==> src/rtl/lsu_data_mem_ctrl.sv <==
// Load/store controller in front of data_mem: aligns accesses, does read-modify-write
// for sub-word stores and extends sub-word loads. Optional counters: LSU_PERF_CNT_EN.
module lsu_data_mem_ctrl #(
    parameter int unsigned ADDR_WIDTH = 32,
    parameter int unsigned DATA_WIDTH = 32
) (
    input  logic                  clk,
    input  logic                  rst_n,
    input  logic                  req_valid,
    output logic                  req_ready,
    input  logic                  req_is_store,
    input  logic [1:0]            req_size,
    input  logic                  req_unsigned,
    input  logic [ADDR_WIDTH-1:0] req_addr,
    input  logic [31:0]           req_wdata,
    output logic                  resp_valid,
    output logic                  resp_err,
    output logic [31:0]           resp_rdata,
    output logic                  mem_wr_sel,
    output logic [ADDR_WIDTH-1:0] mem_addr,
    output logic [31:0]           mem_wr_data,
    input  logic [31:0]           mem_rd_data
`ifdef LSU_PERF_CNT_EN
    ,
    output logic [31:0]           perf_loads,
    output logic [31:0]           perf_stores,
    output logic [31:0]           perf_errs
`endif
);

    if (DATA_WIDTH != 32) begin : g_width_check
        $error("lsu_data_mem_ctrl: DATA_WIDTH must be 32");
    end

    localparam int unsigned BYTE_W = 8;
    localparam int unsigned HALF_W = 16;

    localparam logic [1:0] SZ_BYTE = 2'b00;
    localparam logic [1:0] SZ_HALF = 2'b01;
    localparam logic [1:0] SZ_WORD = 2'b10;
    localparam logic [1:0] SZ_BAD  = 2'b11;

    typedef enum logic [1:0] {IDLE, RD, WR, RESP} state_t;

    state_t                state;
    state_t                state_next;
    logic                  is_store_q;
    logic [1:0]            size_q;
    logic                  unsigned_q;
    logic [ADDR_WIDTH-1:0] addr_q;
    logic [31:0]           wdata_q;
    logic [31:0]           word_q;
    logic                  err_q;
    logic                  req_err_c;
    logic [BYTE_W-1:0]     byte_v;
    logic [HALF_W-1:0]     half_v;
    logic [31:0]           load_val;
    logic [31:0]           merged;

    assign req_err_c = (req_size == SZ_BAD)
                    || ((req_size == SZ_HALF) && req_addr[0])
                    || ((req_size == SZ_WORD) && (req_addr[1:0] != 2'b00));

    // State register
    always_ff @(posedge clk or negedge rst_n) begin
        if (!rst_n) state <= IDLE;
        else        state <= state_next;
    end

    // Next-state logic
    always_comb begin
        state_next = state;
        case (state)
            IDLE: begin
                if (req_valid) begin
                    if (req_err_c)                                 state_next = RESP;
                    else if (req_is_store && req_size == SZ_WORD)  state_next = WR;
                    else                                           state_next = RD;
                end
            end
            RD:      state_next = is_store_q ? WR : RESP;
            WR:      state_next = RESP;
            RESP:    state_next = IDLE;
            default: state_next = IDLE;
        endcase
    end

    // Request capture and read-phase word capture
    always_ff @(posedge clk or negedge rst_n) begin
        if (!rst_n) begin
            is_store_q <= 1'b0;
            size_q     <= 2'b00;
            unsigned_q <= 1'b0;
            addr_q     <= '0;
            wdata_q    <= 32'd0;
            word_q     <= 32'd0;
            err_q      <= 1'b0;
        end else if (state == IDLE && req_valid) begin
            is_store_q <= req_is_store;
            size_q     <= req_size;
            unsigned_q <= req_unsigned;
            addr_q     <= req_addr;
            wdata_q    <= req_wdata;
            word_q     <= 32'd0;
            err_q      <= req_err_c;
        end else if (state == RD) begin
            word_q     <= mem_rd_data;
        end
    end

    // Outputs decoded from state and captured request fields
    always_comb begin
        req_ready   = 1'b0;
        resp_valid  = 1'b0;
        resp_err    = 1'b0;
        resp_rdata  = 32'd0;
        mem_wr_sel  = 1'b0;
        mem_addr    = '0;
        mem_wr_data = 32'd0;
        byte_v      = word_q[{addr_q[1:0], 3'b000} +: BYTE_W];
        half_v      = word_q[{addr_q[1], 4'b0000} +: HALF_W];
        load_val    = word_q;
        merged      = wdata_q;

        case (size_q)
            SZ_BYTE: begin
                load_val = unsigned_q ? {24'd0, byte_v} : {{24{byte_v[BYTE_W-1]}}, byte_v};
                merged   = word_q;
                merged[{addr_q[1:0], 3'b000} +: BYTE_W] = wdata_q[BYTE_W-1:0];
            end
            SZ_HALF: begin
                load_val = unsigned_q ? {16'd0, half_v} : {{16{half_v[HALF_W-1]}}, half_v};
                merged   = word_q;
                merged[{addr_q[1], 4'b0000} +: HALF_W] = wdata_q[HALF_W-1:0];
            end
            default: begin
                load_val = word_q;
                merged   = wdata_q;
            end
        endcase

        case (state)
            IDLE: req_ready = 1'b1;
            RD:   mem_addr  = {addr_q[ADDR_WIDTH-1:2], 2'b00};
            WR: begin
                mem_addr    = {addr_q[ADDR_WIDTH-1:2], 2'b00};
                mem_wr_sel  = 1'b1;
                mem_wr_data = merged;
            end
            RESP: begin
                resp_valid = 1'b1;
                resp_err   = err_q;
                if (!err_q && !is_store_q) resp_rdata = load_val;
            end
            default: req_ready = 1'b0;
        endcase
    end

`ifdef LSU_PERF_CNT_EN
    // Saturating completion counters, bumped on the response cycle
    always_ff @(posedge clk or negedge rst_n) begin
        if (!rst_n) begin
            perf_loads  <= 32'd0;
            perf_stores <= 32'd0;
            perf_errs   <= 32'd0;
        end else if (state == RESP) begin
            if (err_q) begin
                if (perf_errs != 32'hFFFF_FFFF) perf_errs <= perf_errs + 32'd1;
            end else if (is_store_q) begin
                if (perf_stores != 32'hFFFF_FFFF) perf_stores <= perf_stores + 32'd1;
            end else begin
                if (perf_loads != 32'hFFFF_FFFF) perf_loads <= perf_loads + 32'd1;
            end
        end
    end
`endif

endmodule

==> config.mk <==
export PLATFORM = sky130hd
export DESIGN_NAME = lsu_data_mem_ctrl
export DESIGN_NICKNAME = d
export VERILOG_FILES = /design/src/rtl/lsu_data_mem_ctrl.sv
export SDC_FILE = /design/constraint.sdc
export NUM_CORES = 1
export LEC_CHECK = 0
export ABC_AREA = 0
export BUFFER_PORTS_ARGS = -buffer_cell sky130_fd_sc_hd__buf_2
export CAP_MARGIN = 20
export CORE_ASPECT_RATIO = 1.5
export CORE_MARGIN = 2
export CORE_UTILIZATION = 50
export CTS_CLUSTER_SIZE = 28
export DETAILED_ROUTE_END_ITERATION = 16
export GPL_ROUTABILITY_DRIVEN = 0
export PLACE_DENSITY = 0.78
export SLEW_MARGIN = 25
export SYNTH_ARGS = -nofsm -noshare
export SYNTH_HDL_FRONTEND = slang
export SYNTH_SLANG_ARGS = --single-unit
==> constraint.sdc <==
create_clock -name clk -period 5.6 [get_ports clk]
set_input_delay 0.84 -clock clk [delete_from_list [all_inputs] [get_ports clk]]
set_output_delay 0.84 -clock clk [all_outputs]
set_load 0.01 [all_outputs]
==> out/results.ini, run 1 <==
[clock_tree]
clockRootBuffer = clkbuf_16
cts_num_sinks = 103
cts_resized = 0
h-tree-depth = 3
cts_buffers = 9
cts_tree = built
clk_pin_slew_ps = 80
clk_latency_ps = 350
post_cts_buffers = 0
cts_hold_buffers = 0
clk_path_buf_depth = 2

[yosys]
avgSynthCellArea_um2 = 8.33
yosys_warnings = 0
yosysTopAreaCellShare_pct = 39.8
post-synth-top-count-cell = nand2_1
netlist_top_cells_area = dfrtp_1 (40%), nand2_1 (13%), mux2i_1 (7.4%), and2_1 (4.5%), o21ai_0 (3.9%)
synthFlopType = dfrtp_1
synthesis.instances = 778
yosysTopAreaCell = dfrtp_1
ys_ff_latch = 103
synth.yosys.seq_area_share_pct = 39.8
synth_edf_count = 0
syn_area_um2 = 6480
synth_common_cells = nand2_1 (232), dfrtp_1 (103), nor2_1 (56)
ys_types = 52
ys_async_sr_fraction_pct = 100

[critical_path]
startpoint_type = flop
cp.arrival_ps = 2940
end_kind = output port
critical_path.max_fanout = 30
crit_type = flop to output port
startpoint = state[0]$_DFFE_PN0P_
critPathRequiredTime_ps = 4760
reg2reg_from = state[0]$_DFFE_PN0P_

[global_routing]
gr-total-overflow = 0
busiest_layer = met2
first_global_vias = 6039
grtUsageMet1_pct = 34.6
antenna_found_initial = 3
met2_usage_pct = 46.4
grt_start_max_net_pins = 106
gr-usage-met3_pct = 6.66
grt_pass1_wl_um = 32000
grt_usage_pct = 29.1

[power]
powerDensity_nw_per_um2 = 586
finalPower_mw = 4.56
ir_worst_vdd_uv = 260
power.leakage_nw = 3.97

[hold_path]
hold_path.startpoint = addr_q[21]$_DFFE_PN0P_
hp-class = flop to flop

[sta]
slew_headroom_pct = 32.9
post-route-period-util_pct = 67.5
drv_slew = 0
hold_viol = 0
fin_setup_tns_ps = 0
min_period_ps = 3780
rsz0062_at_grt = no
worstMarginPinSlew_ps = 1010
setup_ws_ps = 1820
finClkSkew_ps = 8.76
finalSetupViolCount = 0
fmax_ghz = 0.264

[route]
avgRoutedWirePerCell_um = 18.9
drc = 0
firstDrtPassIters = 5
wl_um = 20700
ant_nets = 0
vias_per_cell = 5.87
drtIter0Drc = 539
vias = 6436

[placement]
dpl_worst_slack_ps = 1880
place_area_um2 = 7440
io_buffers = 200
hpwl_um = 14500

[finish]
n_fill_cell = 1157
syn_to_final_growth_pct = 20.0
nets = 1045
drive_above_1_share_pct = 27.5
final_area_um2 = 7770

[die]
die_w_um = 96.9
die_area_um2 = 13900
die_h_um = 143
core_um2 = 12600
boundaryPins = 203
start_util_pct = 51.5
fp-row-count = 50

[flow_run]
drv_cap = 0

[status]
outcome = complete, no violations

cells by family after synthesis:
family          after synthesis  share of synthesized area [%]
other cells                   1                         0.0579
simple gates                394                           27.6
flops                       103                           39.8
buf+inv                      72                           4.91
fa+ha+maj                     9                           1.74
compound gates              139                           14.8
mux                          60                           11.1
worst max-delay path, stage by stage (launching register included):
cell and delay [ps]:
dfrtp_1 420, inv_1 100, ha_2 550, clkinv_1 430
nor3_2 650, a221o_1 300, buf_2 140
area by class of cell:
cell class / count / area (um^2) / share of cell area (%)
multi-input combinational: 604 / 3600 / 46.4
sequential: 103 / 2580 / 33.2
timing repair buffer: 206 / 1060 / 13.7
clock buffer: 10 / 239 / 3.08
tap: 156 / 195 / 2.51
clock inverter: 6 / 52.6 / 0.676
inverter: 9 / 33.8 / 0.435
antenna: 3 / 7.51 / 0.0966
placed cells by master (no fill, tap or decap), drive strengths merged, types with 2 or more instances in the layout:
cell type / instances
nand2: 232
buf: 206
dfrtp: 103
o21ai: 60
nor2: 57
mux2i: 49
and2: 47
a221oi: 16
a221o: 15
a21oi: 12
nand3: 11
nor2b: 11
clkbuf: 10
nor3: 10
inv: 9
ha: 9
mux4: 8
a22oi: 8
and3b: 8
a31oi: 8
o22ai: 7
a2111oi: 7
nand2b: 5
clkinv: 4
diode: 3
mux2: 3
and4b: 2
o221ai: 2
conb: 2
clkinvlp: 2
nor3b: 2
nor4b: 2
state kept, by name (all words and copies together), names as in the netlist:
| signal | cells |
|---|---|
| addr_q | 32 |
| wdata_q | 32 |
| word_q | 32 |
| size_q | 2 |
| state | 2 |
| err_q | 1 |
| is_store_q | 1 |
| unsigned_q | 1 |
layer usage:
metal  wire, um  up-vias
li1           -     2975
met1       7600     2985
met2       9710      375
met3       1840       99
met4       1580        2
met5         13        -
power by group:
part	internal [mW]	switching (mW)
Combinational	0.974	1.38
Clock	0.320	0.297
Sequential	1.08	0.502
per-stage QoR:
step	hold slack (ps)	utilization [%]	instances
floorplan	438	-	779
global placement	450	59.2	1077
detailed placement	454	59.2	1077
CTS	474	61.5	1093
global route	490	61.8	1095
finish	469	61.8	1097
worst paths after layout:
| check | endpoint | slack [ps] | cells past startpoint |
|---|---|---|---|
| worst max-delay path | mem_wr_data[23] | 1820 | 6 |
| worst min-delay path | addr_q[21]$_DFFE_PN0P_ | 470 | 2 |
| worst max register to register | wdata_q[30]$_DFFE_PN0P_ | 3600 | 6 |
| worst min register to register | addr_q[21]$_DFFE_PN0P_ | 470 | 2 |
| max in group asynchronous | addr_q[1]$_DFFE_PN0P_ | 3930 | 2 |
| min in group asynchronous | wdata_q[20]$_DFFE_PN0P_ | 580 | 1 |
No activity file was read; power rests on OpenSTA's default activity.
==> run 2: changes to the inputs <==
- clock period: 5.6 -> 4 ns (I/O delays scaled with it)
==> out/results.ini, run 2 (synthesized netlist as in run 1, its figures left out) <==
[route]
vias = 6486
drtIter0Drc = 519
ant_nets = 0
wl_um = 21000
avgRoutedWirePerCell_um = 19.1
vias_per_cell = 5.90
firstDrtPassIters = 5
drc = 0

[sta]
worstMarginPinSlew_ps = 1080
fin_setup_tns_ps = 0
finalSetupViolCount = 0
min_period_ps = 3460
drv_slew = 0
setup_ws_ps = 538
post-route-period-util_pct = 86.6
fmax_ghz = 0.289
rsz0062_at_grt = no
finClkSkew_ps = 12.0
hold_viol = 0
slew_headroom_pct = 27.1

[hold_path]
hp-class = input port to async pin

[clock_tree]
post_cts_buffers = 0
cts_resized = 0
cts_tree = built
cts_num_sinks = 103
h-tree-depth = 3
clockRootBuffer = clkbuf_16
clk_latency_ps = 350
cts_hold_buffers = 0
clk_path_buf_depth = 2
cts_buffers = 9
clk_pin_slew_ps = 80

[power]
finalPower_mw = 6.38
powerDensity_nw_per_um2 = 821
ir_worst_vdd_uv = 392
power.leakage_nw = 3.98

[global_routing]
grt_usage_pct = 29.9
grt_start_max_net_pins = 67
gr-total-overflow = 0
grt_pass1_wl_um = 32600
antenna_found_initial = 3
first_global_vias = 6196

[finish]
final_common_cell = nand2_1
layout_common_cells = nand2_1 (231), buf_2 (199), dfrtp_1 (102)
drive_above_1_share_pct = 27.5
syn_to_final_growth_pct = 20.0
nets = 1048
top_regs = addr_q (32), wdata_q (32), word_q (32)

[die]
core_um2 = 12600
die_area_um2 = 13900
die_h_um = 143
boundaryPins = 203
die_w_um = 96.9
start_util_pct = 51.5
fp-row-count = 50

[critical_path]
startpoint_type = flop
critical_path.max_fanout = 25
cp.arrival_ps = 2860
crit_slowest_cell = nor4b_1
crit_type = flop to output port
critPathRequiredTime_ps = 3400
cp_cell_sequence = buf_4 -> nor4b_1 -> and2_1 -> a221o_1 -> buf_2
slowest_delay_ps = 930
end_kind = output port

[flow_run]
drv_cap = 0

[placement]
dpl_worst_slack_ps = 979
hpwl_um = 15200
io_buffers = 200

[status]
outcome = complete, no violations

[run 2: cell type report]
cell class / instances / area (um^2)
fillers: 1175 / 4800
multi-input cells: 604 / 3590
flip-flops and latches: 103 / 2580
repair buffers: 209 / 1070
clock buffers: 10 / 239
well taps: 156 / 195
clock inverters: 6 / 55.1
inverters: 9 / 33.8
diodes: 3 / 7.51
[run 2: routing by layer]
metal | GRT usage, % | part of all wire [%] | up-vias
met1 | 34.4 | 36 | 2994
met4 | 21.9 | 7.7 | 0
met5 | 0 | 0 | -
li1 | - | - | 2981
met2 | 48.1 | 47 | 400
met3 | 7.68 | 9.4 | 111
[run 2: power by group]
group	total [mW]	leakage [nW]	switching (mW)	internal [mW]
Clock	0.865	0.142	0.417	0.448
Sequential	2.29	1.29	0.782	1.51
Combinational	3.22	2.55	1.87	1.36
[run 2: path summary, 6_finish.rpt]
kind                                   startpoint                 endpoint  slack [ps]  depth (start not counted)
setup / recovery            size_q[1]$_DFFE_PN0P_          mem_wr_data[27]         540                          5
hold / removal                              rst_n  wdata_q[26]$_DFFE_PN0P_         300                          1
setup reg to reg             state[1]$_DFFE_PN0P_   is_store_q$_DFFE_PN0P_        1770                          6
hold reg to reg            addr_q[30]$_DFFE_PN0P_   addr_q[30]$_DFFE_PN0P_         470                          2
max in group asynchronous                   rst_n    addr_q[1]$_DFFE_PN0P_        2850                          2
min in group clk                     req_addr[18]   addr_q[18]$_DFFE_PN0P_         430                          3
[run 2: worst max-delay path: cells and delay by family, from the launching register on]
kind / cells / cell delay, ps
compound gates: 1 / 120
simple gates: 2 / 1210
flops: 1 / 670
buf+inv: 2 / 490
[run 2: through the flow]
step	util, %	cell area, um^2	hold slack [ps]	std cells
4_1_cts	61.8	7770	331	1097
3_3_place_gp	59.4	7470	450	1081
2_1_floorplan	-	6480	304	779
3_5_place_dp	59.4	7470	454	1081
5_1_grt	61.8	7770	366	1099
6_report	61.8	7770	299	1100
